--- src/rtl/fp_to_gp_wb_buffer.sv ---
// Result FIFO between the FP-to-GP unit and the writeback arbiter.
// Decouples unit retirement from arbiter grants; no ack-to-ack path.
module fp_to_gp_wb_buffer #(
  parameter int DEPTH = 2,
  parameter int ID_W  = 3,
  parameter int CNT_W = $clog2(DEPTH + 1)
) (
  input  logic             clk,
  input  logic             rst,
  input  logic             in_done,
  input  logic [ID_W-1:0]  in_id,
  input  logic [31:0]      in_rd,
  output logic             in_ack,
  output logic             out_done,
  output logic [ID_W-1:0]  out_id,
  output logic [31:0]      out_rd,
  input  logic             out_ack,
  output logic [CNT_W-1:0] occupancy
);

  localparam int PTR_W = (DEPTH > 1) ? $clog2(DEPTH) : 1;
  localparam logic [PTR_W-1:0] LAST = PTR_W'(DEPTH - 1);
  localparam logic [CNT_W-1:0] FULL = CNT_W'(DEPTH);

  logic [ID_W-1:0]  idMem [DEPTH];
  logic [31:0]      rdMem [DEPTH];
  logic [PTR_W-1:0] wrPtr;
  logic [PTR_W-1:0] rdPtr;
  logic             pushEn;
  logic             popEn;

  function automatic logic [PTR_W-1:0] nextPtr(
    input logic [PTR_W-1:0] p
  );
    return (p == LAST) ? '0 : p + 1'b1;
  endfunction

  // Full check uses registered occupancy only, so out_ack never reaches in_ack.
  assign in_ack   = in_done && (occupancy != FULL);
  assign out_done = (occupancy != '0);
  assign pushEn   = in_ack;
  assign popEn    = out_done && out_ack;
  assign out_id   = idMem[rdPtr];
  assign out_rd   = rdMem[rdPtr];

  always_ff @(posedge clk) begin
    if (pushEn) begin
      idMem[wrPtr] <= in_id;
      rdMem[wrPtr] <= in_rd;
    end
  end

  always_ff @(posedge clk or negedge rst) begin
    if (!rst) begin
      wrPtr     <= '0;
      rdPtr     <= '0;
      occupancy <= '0;
    end else begin
      if (pushEn) wrPtr <= nextPtr(wrPtr);
      if (popEn)  rdPtr <= nextPtr(rdPtr);
      unique case ({pushEn, popEn})
        2'b10:   occupancy <= occupancy + CNT_W'(1);
        2'b01:   occupancy <= occupancy - CNT_W'(1);
        default: occupancy <= occupancy;
      endcase
    end
  end

`ifndef SYNTHESIS
  always @(posedge clk) begin
    if (rst) begin
      assert (occupancy <= FULL)
        else $error("occupancy above DEPTH");
      assert (!(popEn && occupancy == '0))
        else $error("occupancy underflow");
      assert (!(in_ack && !in_done))
        else $error("in_ack without in_done");
    end
  end
`endif

endmodule

--- config.mk ---
export PLATFORM = sky130hd
export DESIGN_NAME = fp_to_gp_wb_buffer
export DESIGN_NICKNAME = d
export VERILOG_FILES = /design/src/rtl/fp_to_gp_wb_buffer.sv
export SDC_FILE = /design/constraint.sdc
export NUM_CORES = 1
export LEC_CHECK = 0
export ABC_AREA = 0
export BUFFER_PORTS_ARGS = -buffer_cell sky130_fd_sc_hd__buf_2
export CAP_MARGIN = 10
export CELL_PAD_IN_SITES_DETAIL_PLACEMENT = 1
export CELL_PAD_IN_SITES_GLOBAL_PLACEMENT = 1
export CORE_MARGIN = 10
export CORE_UTILIZATION = 25
export CTS_CLUSTER_DIAMETER = 80
export DETAILED_ROUTE_END_ITERATION = 8
export GPL_TIMING_DRIVEN = 1
export HOLD_SLACK_MARGIN = 0.05
export PLACE_DENSITY_LB_ADDON = 0.2
export REMOVE_ABC_BUFFERS = 1
export SYNTH_ARGS = -nofsm -noshare
export SYNTH_HDL_FRONTEND = slang
export SYNTH_SLANG_ARGS = --single-unit
--- constraint.sdc ---
create_clock -name clk -period 3.3 [get_ports clk]
set_input_delay 0.165 -clock clk [delete_from_list [all_inputs] [get_ports clk]]
set_output_delay 0.165 -clock clk [all_outputs]
set_load 0.02 [all_outputs]
### Word level (Yosys, flattened, before mapping)

Memories as Yosys holds them, arrays and structs flattened.
Cells that the tools add are included.

* memories kept: 2
* word-level logic and storage cells: 21
* input bits: 39
* bits in writable memories: 70
* output and inout port bits: 39
* flip-flop bits (word level): 4

Memories
* rdMem: words 2, bits a word 32, rd ports 1, clocked after memory_dff 0, write ports 1, line 26 `logic [31:0] rdMem [DEPTH];`
* idMem: words 2, bits a word 3, rd ports 1, clocked after memory_dff 0, write ports 1, line 25 `logic [ID_W-1:0] idMem [DEPTH];`

* add/sub/neg operators: 4
* mux-type cells: 5
* eq/ne operators: 3
* reductions and logical operators: 4

Operators by type and width (count)
* $mux W1: 4
* $pmux W2 S2: 1
* $reduce_bool A2 Y1: 2
* $add A1 B1 Y1 const B: 2
* $add A2 B1 Y2 const B: 1
* $eq A2 B1 Y1 const B: 1
* $eq A2 B2 Y1 const B: 1
* $logic_and A1 B1 Y1: 2
* $ne A2 B2 Y1 const B: 1
* $sub A2 B1 Y2 const B: 1

### Depth between registers and ports, before layout

Gate-level depths: netlist of run 1.

* depth after elaboration: 4
* depth in mapped cells: 6
* gate-level depth less buffers: 6

### Worst setup path after synthesis of run 1

No wires, ideal clock.

* path type: reg2reg
* start point: register occupancy[1]
* end point: memory idMem[0][0], enable pin
* library setup time: 0.427 ns
* stages on the path, launching flop included: 4
* clock period less this slack: 2.600 ns
* setup slack: 0.700 ns
* data arrival time: 2.173 ns
* required time: 2.873 ns
* cells stage by stage: dfrtp_1 inv_1 o21ai_2 nor2_1

* word-level cells in the longest chain between the ends: 4

RTL lines
* start: declaration: line 18 `output logic [CNT_W-1:0] occupancy`
* start signal: assignment: line 62 `2'b10: occupancy <= occupancy + CNT_W'(1);`
* start signal: assignment: line 63 `2'b01: occupancy <= occupancy - CNT_W'(1);`
* start signal: assignment: line 64 `default: occupancy <= occupancy;`
* $ne A2 B2 Y1: line 39 `assign in_ack = in_done && (occupancy != FULL);`
* $logic_and A1 B1 Y1: line 39
* $mux W1: line 47 `if (pushEn) begin`
* $mux W1 (not written as such): line 48 `idMem[wrPtr] <= in_id;`
* end: declaration: line 25

No other way between the ends.

### Final worst setup path of run 1

* start point: register rdPtr
* end point: output out_rd[8]

* word-level cells in the longest chain between the ends: 1

RTL lines
* start: declaration: line 28 `logic [PTR_W-1:0] rdPtr;`
* start signal: assignment: line 60 `if (popEn) rdPtr <= nextPtr(rdPtr);`
* $mem_v2 Z2 W32
* end: declaration: line 16 `output logic [31:0] out_rd,`

No other way between the ends.

==> results of run 1 <==
kinds of logic (layout without fill, tap and decap cells):
logic type      after synthesis  after routing  share of synthesized area, %
xor+xnor                      5              5                          1.79
compound gates                1              1                         0.306
mux                          35             35                          17.6
buf+inv                       7            138                          1.97
flops                        74             74                          76.9
fa+ha+maj                     1              1                         0.437
simple gates                  5              5                          1.01
metal layers:
metal / GRT usage (%) / vias to the layer above / wire [microns]
met5: 0 / - / 0
met4: 1.41 / 0 / 0
met2: 13.8 / 51 / 3350
met1: 8.25 / 767 / 2540
met3: 4.05 / 0 / 444
li1: - / 747 / -
final timing paths:
check	startpoint	to	slack, ns	cells past startpoint
max in group asynchronous	rst	rdPtr$_DFFE_PN0P_	2.97	2
max	rdPtr$_DFFE_PN0P_	out_rd[8]	1.27	3
min reg2reg	wrPtr$_DFFE_PN0P_	wrPtr$_DFFE_PN0P_	0.55	1
min	out_ack	rdPtr$_DFFE_PN0P_	0.15	3
min in group asynchronous	rst	occupancy[0]$_DFFE_PN0P_	0.19	2
max reg2reg	occupancy[1]$_DFFE_PN0P_	rdMem[0][22]$_DFFE_PP_	1.55	4
critical path: stages (launching register included):
cell	delay [ns]
dfrtp_2	0.65
buf_4	0.38
mux2_1	0.35
buf_2	0.16
cells in the mapped netlist:
cell type	number	area share, %
ha_1	1	0.44
mux2_1	6	2.4
or2_4	1	0.31
o21ai_2	1	0.31
xnor2_1	4	1.2
mux2_4	29	15
and2_4	1	0.31
xor2_2	1	0.57
buf_6	4	1.6
inv_1	3	0.39
dfrtp_1	4	3.5
edfxtp_1	70	73
nor2_1	3	0.39
power by group:
group	leakage (nW)	internal (mW)	total, mW	switching (mW)
logic	0.801	0.573	1.27	0.702
registers	0.695	1.29	1.40	0.113
clock network	0.129	0.510	0.873	0.364
sequential cells by signal, summed over array words and instances, names as in the netlist:
name and cells:
rdMem 64, idMem 6, occupancy 2, rdPtr 1, wrPtr 1
per-stage QoR:
step	std cells	setup WS, ns	total power [mW]
floorplan	124	0.700	2.27
global placement	350	1.54	2.69
detailed placement	350	1.53	2.70
CTS	402	1.20	3.63
global route	402	1.15	3.75
finish	402	1.27	3.55
final cells by class:
cell class,instances,area (sq um)
Fill cell,1172,7250
Sequential cell,74,2200
Timing Repair Buffer,119,791
Multi-Input combinational cell,47,619
Clock buffer,10,229
Tap cell,143,179
Clock inverter,6,42.5
Inverter,3,11.3
==> results.toml, run 1 <==
[timing]
finalCritPeriodShare_pct = 61.6
setup_viol = 0
skew_ns = 0.00573
slew_headroom_pct = 59.7
tightestPinTransition_ns = 0.603
final_hold_viol_count = 0
finalMaxSlewViolations = 0
clock.fmax_mhz = 492
setup_tns_ns = 0
rsz0062_at_grt = "false"
final.min_clock_period_ns = 2.03
whs_ns = 0.149

[layout]
layout.cells.most_common = "buf_2"
drive_above_1_share_pct = 51.7
antennaDiodeCount = 0
final_cell_mix = "buf_2, edfxtp_1, dlygate4sd3_1"
area_growth_pct = 42.4
finalInstanceArea_sq_um = 4080
nets = 294
utilization_pct = 36.0

[clock_network]
post_cts_resize_count = 0
cts-buffers-inserted = 9
cts_tree = "done"
cts_root_buf = "clkbuf_16"
insertion_delay_ns = 0.32
htree_levels = 3
cts_buffer_depth = 2
clock-sinks = 74
post-cts-setup-buffers = 0
hold_buffers = 36
clk_pin_slew_worst_paths_ns = 0.06

[outcome]
status = "finished, final reports clean"

[routing]
drc_errors = 0
wl_per_cell_microns = 15.8
drtIter0Drc = 42
drtAntennaViolNets = 0
routed_wl_mm = 6.34
dr.pass1.iters = 4
num_vias = 1565
viasPerCell = 3.89

[grt]
grt_pass1_wl_mm = 9.82
track_usage_pct = 7.83
grt_max_degree = 19
grt_pass1_vias = 1778
antenna_found_initial = 0
grt_overflow = 0

[synthesis]
yosys_warnings = 0
syn_avg_cell_area_sq_um = 22.4
seq_area_frac_synth_pct = 76.9
synth_seq_cells = 74
syn_area_sq_um = 2860
synth.distinct_cells = 13
syn_inst = 128

[worst_setup_path]
worstPathMaxFanout = 15
critPathLaunchType = "register"
cp.arrival_ns = 1.87
end_kind = "output port"
critPathRequiredTime_ns = 3.13
crit_type = "reg2out"

[floorplanning]
initial_utilization_pct = 25.3
fp.dieH_microns = 127
die_area_sq_um = 16100
die_w_microns = 127
io_pins = 78
core_region_area_sq_um = 11300
num_rows = 39

[power_and_ir_drop]
leakage_nw = 1.63
p_per_area_nw_per_um2 = 871
peakVddDrop_mv = 0.382

[run]
cap_violations = 0

[place]
placed_area_sq_um = 3440
gp_congestion = 0.688
dp_hpwl_mm = 4.46
numPortBuffers = 77

[hold_path]
hp-class = "in2reg"
Note: power is estimated with default switching activity, not from simulation.
==> run 2, diff against run 1 <==
Clock period 3.3 ns to 1.9 ns, I/O delays scaled along.
==> run 2 against run 1 <==
Clock skew barely moved. Total power rose by 79%. Sequential power rose by 73%. Largest power group unchanged.
==> results.toml, run 2 (same netlist as run 1, synthesis figures left out) <==
[place]
dp_hpwl_mm = 4.13
gp_congestion = 0.671
numPortBuffers = 77
place_ws_ns = 0.375

[grt]
grt_overflow = 0
grt_max_degree = 26
antenna_found_initial = 0
grt_pass1_wl_mm = 9.82
grt_pass1_vias = 1832
track_usage_pct = 7.79

[power_and_ir_drop]
p_per_area_nw_per_um2 = 1540
fin_total_pwr_mw = 6.36
peakVddDrop_mv = 0.853
leakage_nw = 1.64

[floorplanning]
core_region_area_sq_um = 11300
io_pins = 78
die_area_sq_um = 16100
initial_utilization_pct = 25.3
fp.dieH_microns = 127
num_rows = 39
die_w_microns = 127

[routing]
routed_wl_mm = 6.12
viasPerCell = 3.94
num_vias = 1585
drtIter0Drc = 36
drc_errors = 0
dr.pass1.iters = 3
drtAntennaViolNets = 0
wl_per_cell_microns = 15.2

[worst_setup_path]
r2r_cells = 5
cp.arrival_ns = 1.66
cp_num_buf_inv = 2
crit_chain = "buf_12, mux2_1, buf_2"
regToRegStartpoint = "occupancy[1]$_DFFE_PN0P_"
end_kind = "output port"
critical-path-top-delay-family = "flip-flops"
slowest_delay_ns = 0.59
critPathLaunchType = "register"
crit_type = "reg2out"
critPathRequiredTime_ns = 1.80
cpMaxStageDelayCell = "dfrtp_2"
worstPathMaxFanout = 17
reg2reg_slack_ns = 0.36
r2r-end = "occupancy[1]$_DFFE_PN0P_"

[timing]
setup_viol = 0
setup_slack_ns = 0.144
finalCritPeriodShare_pct = 92.4
clock.fmax_mhz = 569
tightestPinTransition_ns = 0.433
final.min_clock_period_ns = 1.76
skew_ns = 0.00546
slew_headroom_pct = 71.2
finalMaxSlewViolations = 0
rsz0062_at_grt = "false"
final_hold_viol_count = 0

[clock_network]
cts-buffers-inserted = 9
clk_pin_slew_worst_paths_ns = 0.06
htree_levels = 3
cts_root_buf = "clkbuf_16"
clock-sinks = 74
insertion_delay_ns = 0.32
cts_tree = "done"
post-cts-setup-buffers = 0
cts_buffer_depth = 2

[run]
cap_violations = 0

[layout]
regMostFlops = "rdMem"
area_growth_pct = 44.1
layout.cells.most_common = "buf_2"
nFillCells = 1153
largest_reg_flops = 64
top_regs = "rdMem x64, idMem x6, occupancy x2"
final_cell_mix = "buf_2, edfxtp_1, dlygate4sd3_1"
antennaDiodeCount = 0
drive_above_1_share_pct = 51.4
nets = 294

[hold_path]
holdPathEnd = "rdPtr$_DFFE_PN0P_"
whs_path_depth = 3
hp-class = "in2reg"
min_from = "out_ack"

[outcome]
status = "finished, final reports clean"
==> run 2: cell types whose count changed in the layout (fill, tap and decap cells not counted), sizes merged <==
cell / delta
bufinv: +1
clkinv: -1
==> run 2: what timing repair did <==
action / 4_1_cts / 5_1_grt
resized for setup: 0 / 0
setup endpoints to repair: 0 / 0
hold endpoints to repair: 74 / 0
hold buffers: 36 / 0
==> run 2: layout make-up <==
class                      instances  area (sq um)  share of cell area [%]
sequential                        74          2200                    53.4
timing repair buffer             119           816                    19.8
clock inverter                     6          66.3                    1.61
multi-input combinational         47           619                    15.0
tap                              143           179                    4.34
clock buffer                      10           229                    5.55
inverter                           3          11.3                   0.273
==> run 2: routing by layer <==
| layer | vias up | GRT usage, % | wire length, microns |
|---|---|---|---|
| met5 | - | 0 | 0 |
| met4 | 0 | 2.61 | 19 |
| met3 | 2 | 3.68 | 446 |
| met2 | 47 | 13.5 | 3160 |
| met1 | 793 | 8.11 | 2500 |
| li1 | 743 | - | - |
==> run 2: worst max path at each step <==
stage,from,to,slack (ns),cells past startpoint
final,rdPtr$_DFFE_PN0P_,out_rd[31],0.14,3
after global routing,rdPtr$_DFFE_PN0P_,out_rd[31],0.05,3
after CTS,rdPtr$_DFFE_PN0P_,out_rd[31],0.09,3
after detailed placement,occupancy[1]$_DFFE_PN0P_,occupancy[1]$_DFFE_PN0P_,0.37,5
after global placement,occupancy[1]$_DFFE_PN0P_,rdMem[1][23]$_DFFE_PP_,0.41,4
after floorplan,occupancy[1]$_DFFE_PN0P_,idMem[0][0]$_DFFE_PP_,-0.70,3
==> run 2: metrics by stage <==
step	cell area, sq um	hold WS, ns	instances	util (%)	TNS, ns
final	4120	0.0825	402	36.4	0
after global routing	4120	0.0740	402	36.4	0
after CTS	4120	0.0696	402	36.4	0
after detailed placement	3470	-0.0890	350	30.6	0
after global placement	3470	-0.0842	350	30.6	0
after floorplan	2820	-0.201	124	-	-49.47
==> run 2: power by group <==
part	switching [mW]	internal [mW]	total, mW
clock	0.631	1.02	1.65
combinational	1.24	1.05	2.29
sequential	0.181	2.24	2.42
==> run 2: tightest hold or removal path: cells and delay by family <==
family                 cells  cell delay [ns]
AND/OR/NAND/NOR            1             0.15
buffers and inverters      1             0.08
XOR/XNOR                   1             0.05
